File: src/rtl/uart_rx.sv
// UART receiver: 8 data bits LSB first, 1 stop bit, 2-flop input synchronizer.
// Define UART_RX_PARITY_EN to enable the even-parity bit between data and stop.
module uart_rx #(
    parameter int CLK_FREQ = 100000000,
    parameter int BAUD     = 115200
) (
    input  logic       clk,
    input  logic       rst_n,
    input  logic       rx,
    output logic [7:0] data_out,
    output logic       valid,
    output logic       frame_err,
    output logic       parity_err,
    output logic       busy
);

    localparam int CLKS_PER_BIT = CLK_FREQ / BAUD;
    localparam int TW           = $clog2(CLKS_PER_BIT);
    localparam logic [TW-1:0] HALF_M1 = TW'(CLKS_PER_BIT / 2 - 1);
    localparam logic [TW-1:0] FULL_M1 = TW'(CLKS_PER_BIT - 1);

    if (CLKS_PER_BIT < 4) begin : g_bad_cfg
        $error("uart_rx: CLK_FREQ/BAUD must be at least 4");
    end

    typedef enum logic [2:0] {
        IDLE   = 3'd0,
        START  = 3'd1,
        DATA   = 3'd2,
        PARITY = 3'd3,
        STOP   = 3'd4,
        BREAK  = 3'd5
    } state_t;

    state_t        state_q, state_d;
    logic          rx_meta_q, rx_s_q;
    logic [TW-1:0] timer_q, timer_d;
    logic [2:0]    bit_idx_q, bit_idx_d;
    logic [7:0]    shift_q, shift_d;
    logic [7:0]    data_q, data_d;
    logic          valid_q, valid_d;
    logic          ferr_q, ferr_d;
`ifdef UART_RX_PARITY_EN
    logic          par_bad_q, par_bad_d;
    logic          perr_q, perr_d;
`endif

    always_ff @(posedge clk or negedge rst_n) begin
        if (!rst_n) begin
            rx_meta_q <= 1'b1;
            rx_s_q    <= 1'b1;
            state_q   <= IDLE;
            timer_q   <= '0;
            bit_idx_q <= '0;
            shift_q   <= '0;
            data_q    <= '0;
            valid_q   <= 1'b0;
            ferr_q    <= 1'b0;
`ifdef UART_RX_PARITY_EN
            par_bad_q <= 1'b0;
            perr_q    <= 1'b0;
`endif
        end else begin
            rx_meta_q <= rx;
            rx_s_q    <= rx_meta_q;
            state_q   <= state_d;
            timer_q   <= timer_d;
            bit_idx_q <= bit_idx_d;
            shift_q   <= shift_d;
            data_q    <= data_d;
            valid_q   <= valid_d;
            ferr_q    <= ferr_d;
`ifdef UART_RX_PARITY_EN
            par_bad_q <= par_bad_d;
            perr_q    <= perr_d;
`endif
        end
    end

    always_comb begin
        state_d   = state_q;
        timer_d   = timer_q + 1'b1;
        bit_idx_d = bit_idx_q;
        shift_d   = shift_q;
        data_d    = data_q;
        valid_d   = 1'b0;
        ferr_d    = 1'b0;
`ifdef UART_RX_PARITY_EN
        par_bad_d = par_bad_q;
        perr_d    = 1'b0;
`endif
        case (state_q)
            IDLE: begin
                timer_d   = '0;
                bit_idx_d = '0;
                if (!rx_s_q) begin
                    state_d = START;
                end
            end
            START: begin
                // Re-check the line at mid start bit to reject glitches.
                if (timer_q == HALF_M1) begin
                    timer_d = '0;
                    state_d = rx_s_q ? IDLE : DATA;
                end
            end
            DATA: begin
                if (timer_q == FULL_M1) begin
                    timer_d            = '0;
                    shift_d[bit_idx_q] = rx_s_q;
                    bit_idx_d          = bit_idx_q + 3'd1;
                    if (bit_idx_q == 3'd7) begin
`ifdef UART_RX_PARITY_EN
                        state_d = PARITY;
`else
                        state_d = STOP;
`endif
                    end
                end
            end
`ifdef UART_RX_PARITY_EN
            PARITY: begin
                if (timer_q == FULL_M1) begin
                    timer_d   = '0;
                    par_bad_d = ^{shift_q, rx_s_q};
                    state_d   = STOP;
                end
            end
`endif
            STOP: begin
                if (timer_q == FULL_M1) begin
                    timer_d = '0;
                    if (!rx_s_q) begin
                        // Framing error takes precedence over parity.
                        ferr_d  = 1'b1;
                        state_d = BREAK;
                    end else begin
                        state_d = IDLE;
`ifdef UART_RX_PARITY_EN
                        if (par_bad_q) begin
                            perr_d = 1'b1;
                        end else begin
                            valid_d = 1'b1;
                            data_d  = shift_q;
                        end
`else
                        valid_d = 1'b1;
                        data_d  = shift_q;
`endif
                    end
                end
            end
            BREAK: begin
                timer_d = '0;
                if (rx_s_q) begin
                    state_d = IDLE;
                end
            end
            default: begin
                timer_d = '0;
                state_d = IDLE;
            end
        endcase
    end

    assign data_out  = data_q;
    assign valid     = valid_q;
    assign frame_err = ferr_q;
    assign busy      = (state_q != IDLE);
`ifdef UART_RX_PARITY_EN
    assign parity_err = perr_q;
`else
    assign parity_err = 1'b0;
`endif

endmodule

File: config.mk
export PLATFORM = sky130hd
export DESIGN_NAME = uart_rx
export DESIGN_NICKNAME = d
export VERILOG_FILES = /design/src/rtl/uart_rx.sv
export SDC_FILE = /design/constraint.sdc
export NUM_CORES = 1
export LEC_CHECK = 0
export CORE_MARGIN = 5
export CORE_UTILIZATION = 45
export DETAILED_ROUTE_END_ITERATION = 16
export PLACE_DENSITY = 0.72
export REMOVE_ABC_BUFFERS = 1
export SYNTH_ARGS = -nofsm -noshare
export SYNTH_HDL_FRONTEND = slang
export SYNTH_SLANG_ARGS = --single-unit
File: constraint.sdc
create_clock -name clk -period 2.4 [get_ports clk]
set_input_delay 0.48 -clock clk [delete_from_list [all_inputs] [get_ports clk]]
set_output_delay 0.48 -clock clk [all_outputs]
set_load 0.02 [all_outputs]
## After elaboration in Yosys (flattened, before gate mapping)

Index checks and enable logic that the tools add are counted.

- Multiplexer cells: 23
- $lt $le $gt $ge: 2
- Reductions and logical operators: 9
- Eq/ne operators: 13
- Add/subtract/negate cells: 2

Operator list:

| cell | number |
|---|---|
| $mux W3 | 8 |
| $mux W10 | 2 |
| $pmux W10 S2 | 1 |
| $pmux W3 S5 | 1 |
| $ne A2 B2 Y1 const B | 6 |
| $add A10 B1 Y10 const B | 1 |
| $eq A10 B10 Y1 const B | 1 |
| $eq A10 B9 Y1 const B | 1 |
| $eq A3 B3 Y1 const B | 3 |
| $bwmux W8 | 1 |
| $mux W1 | 7 |
| $pmux W3 S2 | 1 |
| $reduce_and A6 Y1 | 1 |
| $lt A3 B4 Y1 const B | 1 |
| $reduce_and A2 Y1 | 2 |
| $add A3 B1 Y3 const B | 1 |
| $demux W1 S3 | 1 |
| $eq A3 B1 Y1 const B | 1 |
| $eq A3 B2 Y1 const B | 1 |
| $ge A3 B1 Y1 const B | 1 |
| $logic_not A3 Y1 | 1 |
| $reduce_and A3 Y1 | 1 |
| $reduce_bool A3 Y1 | 1 |
| $mux W2 | 1 |
| other kinds (3) | 3 |

- Flip-flop bits (word level): 36
- Output and inout bits: 12

## Depth between registers and ports, before layout

- Depth in word-level cells: 5
- Depth in mapped cells: 6
- Mapped depth without buffers: 5

## Worst setup path after synthesis

OpenSTA, ideal clock, no wires.

- Path type: reg2reg
- Start point: register timer_q[0]
- End point: register shift_q[1]
- Slack: 644 ps
- Arrival: 1631 ps
- Stages on the path, launching flop included: 6
- Buffers on the path: 0
- Required time: 2275 ps
- Setup time: 125 ps
- Path through: dfrtp_1 > ha_1 > and4_2 > nand4_2 > nor4b_1 > mux2_2

- Cells in the longest elaborated chain, start to end: 2

Ends and longest elaborated chain:

| element | line | text |
|---|---|---|
| start, declared | 37 | `logic [TW-1:0] timer_q, timer_d;` |
| start signal, assigned | 67 | `timer_q <= timer_d;` |
| $eq A10 B10 Y1 | 108 | `if (timer_q == FULL_M1) begin` |
| $reduce_and A2 Y1 (no line) | n/a |  |
| end signal, assigned | 69 | `shift_q <= shift_d;` |
| end, declared | 39 | `logic [7:0] shift_q, shift_d;` |

No other way between the ends.
A chain may end at the register's enable or synchronous reset.

## Worst setup path after layout

- Start point: register state_q[2]
- End point: output busy

- Cells in the longest elaborated chain, start to end: 1

Ends and longest elaborated chain:

| element | line | text |
|---|---|---|
| start, declared | 35 | `state_t state_q, state_d;` |
| start signal, assigned | 66 | `state_q <= state_d;` |
| $reduce_bool A3 Y1 | 169 | `assign busy = (state_q != IDLE);` |
| end, declared | 14 | `output logic busy` |

No other way between the ends.

==> results.sh <==
export IMPL_status="completed"
export IMPL_die_area_um2=5227
export IMPL_reg2reg_slack_ns=0.42
export IMPL_r2r_start="state_q[1]"
export IMPL_path_buf_inv=1
export IMPL_met1_usage_pct=16.61
export IMPL_max_freq_mhz=447.4
export IMPL_cts_resized=0
export IMPL_synthCells=150
export IMPL_synth_cell_types=38
export IMPL_area_growth_pct=14.47
export IMPL_grt_usage_pct=13.65
export IMPL_hpwl_mm=2.084
export IMPL_drc_errors=0
export IMPL_end_kind="primary output"
export IMPL_final_max_slew_viol_count=0
export IMPL_crit_required_ns=1.92
export IMPL_first_global_vias=1174
export IMPL_drive_gt1_share_pct=22.09
export IMPL_reg2reg_to="shift_q[2]"
export IMPL_synth_edf_count=0
export IMPL_syn_area_um2=1747
export IMPL_nNetsFinal=169
export IMPL_dp_cells=203
export IMPL_critical_path_class="register to primary output"
export IMPL_finalSetupViolCount=0
export IMPL_clock_latency_ns=0.29
export IMPL_min_path_cells=0
export IMPL_grt_busiest_layer="met2"
export IMPL_min_path_type="register to register"
export IMPL_peakVddDrop_v=0.0003536
export IMPL_routed_wl_mm=3.055
export IMPL_cts_buffers=5
export IMPL_worstPathCellList="or3_1 > clkdlybuf4s50_1"
export IMPL_cts_tree="yes"
export IMPL_coreArea_um2=3716
export IMPL_die_w_um=72.30
export IMPL_cts_setup_buffers=0
export IMPL_critPathMaxStageDelay_ns=0.55
export IMPL_first_iter_violations=32
export IMPL_wl_per_cell_um=14.48
export IMPL_worst_path_max_fanout=10
export IMPL_hold_viol_final=0
export IMPL_p_leak_uw=0.0009507
export IMPL_gp_congestion=0.8736
export IMPL_cp_arrival_ns=1.76
export IMPL_grt_pass1_wl_mm=5.499
export IMPL_antenna_found_initial=0
export IMPL_fin_crit_ns=2.235
export IMPL_hold_path_endpoint="rx_s_q"
export IMPL_grt_ovfl_total=0
export IMPL_layoutNonFillerInstCount=211
export IMPL_cpMaxStageDelayCell="clkdlybuf4s50_1"
export IMPL_drv_cap=0
export IMPL_fin_crit_sh_pct=93.13
export IMPL_tns_ns=0
export IMPL_antenna_cells=0
export IMPL_drtPass1Iterations=4
export IMPL_grt_setup_unrepaired="no"
export IMPL_ant_nets=0
export IMPL_min_from="rx_meta_q"
export IMPL_clkTransAtPathRegs_ns=0.07
export IMPL_grtUsageMet3_pct=4.709
export IMPL_avgSynthCellArea_um2=11.64
export IMPL_yosysWarnings=0
export IMPL_clock_sinks=36
export IMPL_met2_usage_pct=20.93
export IMPL_hold_buffers=0
export IMPL_die_h_um=72.30
export IMPL_finClkSkew_ns=0.004278
export IMPL_setup_worst_path_start_class="register"
export IMPL_io_buffers=13
export IMPL_rows=22
export IMPL_ys_seq_area_share_pct=51.72
export IMPL_ys_ff_latch=36
export IMPL_powerDensity_nw_per_um2=574.3
export IMPL_cts_max_level=2
export IMPL_path_delay_family="buffers and inverters"
export IMPL_vias=1158
export IMPL_grt_max_degree=37
export IMPL_vias_per_cell=5.488
export IMPL_clock_root_buffer="clkbuf_8"
export IMPL_clockBufferDepth=2
export IMPL_rr_worst_depth=4
export IMPL_io_pins=15
export IMPL_start_util_pct=47.00
export IMPL_ys_async_sr_fraction_pct=100.0
export IMPL_synth_flop_cell="dfrtp_1"
[worst reg2reg max path: stages, from the launching register on]
cell and delay, ns:
dfrtp_1 0.59, nor3b_4 0.32, nand4_2 0.25, nor4b_1 0.35, mux2_2 0.37
[state kept, by name (all words and copies together) (netlist names)]
signal	cells
rx_meta_q	1
shift_q	8
state_q	3
data_out	8
frame_err	1
valid	1
bit_idx_q	3
rx_s_q	1
timer_q	10
[stage by stage]
step           hold WS (ns)  cell area, um^2  util (%)  setup slack (ns)  total power [uW]
6_report             0.3602             1999     53.80            0.1650              1148
5_1_grt              0.3654             1999     53.80           0.09678              1197
4_1_cts              0.3620             1999     53.80            0.1561              1162
3_5_place_dp         0.3517             1892     50.91            0.4477             644.0
3_3_place_gp         0.3459             1892     50.91            0.5151             643.4
2_1_floorplan        0.1844             1694         -            0.6438             626.2
[cells in the final DEF (no fill, tap or decap), types with 2 or more instances in the layout]
| cell | count |
|---|---|
| and4_1 | 2 |
| clkbuf_8 | 5 |
| clkdlybuf4s50_1 | 13 |
| dfrtp_1 | 34 |
| dfstp_2 | 2 |
| ha_1 | 4 |
| inv_1 | 2 |
| mux2_2 | 16 |
| nand2_1 | 4 |
| nand2b_1 | 3 |
| nand3_1 | 12 |
| nand4_1 | 5 |
| nor2_1 | 19 |
| nor3_1 | 2 |
| nor3b_4 | 2 |
| nor4_1 | 3 |
| nor4b_1 | 2 |
| o21ai_0 | 4 |
| xnor2_1 | 3 |
| xor2_1 | 5 |
[cells by family after synthesis]
family                   after synthesis  share of synthesized area, %
adder cells (fa/ha/maj)                4                         2.865
multiplexers                          16                         10.32
buffers and inverters                 11                         3.439
XOR/XNOR                               8                         4.012
other                                  1                        0.2147
AND/OR/NAND/NOR                       64                         23.14
flip-flops                            36                         51.72
AO/OA/AOI/OAI                         10                         4.298
[metal layers]
metal	part of all wire [%]	routed length, um
met5	0	0
met4	3.5	106
met3	4.2	129
met2	47	1428
met1	46	1391
[how the worst max path moves through the flow]
stage	startpoint	to	slack [ns]	depth (start not counted)
4_1_cts	state_q[2]	busy	0.16	2
5_1_grt	state_q[0]	busy	0.1	2
3_5_place_dp	state_q[1]	shift_q[1]	0.45	4
2_1_floorplan	timer_q[0]	shift_q[1]	0.64	5
6_report	state_q[2]	busy	0.16	2
3_3_place_gp	state_q[0]	busy	0.52	2
[power breakdown]
part	switching, uW	internal, uW	leakage (uW)	total (uW)
registers	3.46	610	0.000481	613
clock network	208	308	0.0000552	516
logic	13.4	5.17	0.000414	18.6
[synth_stat cells, drive strengths merged (3+ instances only)]
| cell | number | area, um^2 |
|---|---|---|
| xnor2 | 3 | 26.28 |
| buf | 3 | 30.03 |
| nor4 | 3 | 18.77 |
| nand3 | 12 | 60.06 |
| xor2 | 5 | 43.79 |
| and4 | 3 | 27.53 |
| nor2 | 19 | 71.32 |
| nand2 | 4 | 15.01 |
| o21ai | 4 | 20.02 |
| mux2 | 16 | 180.2 |
| nand2b | 3 | 18.77 |
| nand4 | 6 | 43.79 |
| clkbuf | 6 | 22.52 |
| dfrtp | 34 | 850.8 |
| nor4b | 3 | 32.53 |
| ha | 4 | 50.05 |
[cell type report]
cell class | count | area (um^2)
clock buffer | 6 | 72.57
tap | 48 | 60.06
inverter | 2 | 7.507
fill | 330 | 1717
multi-input combinational | 103 | 783.3
clock inverter | 2 | 35.03
timing repair buffer | 14 | 137.6
sequential | 36 | 903.4
(Power assumes the default switching activity.)
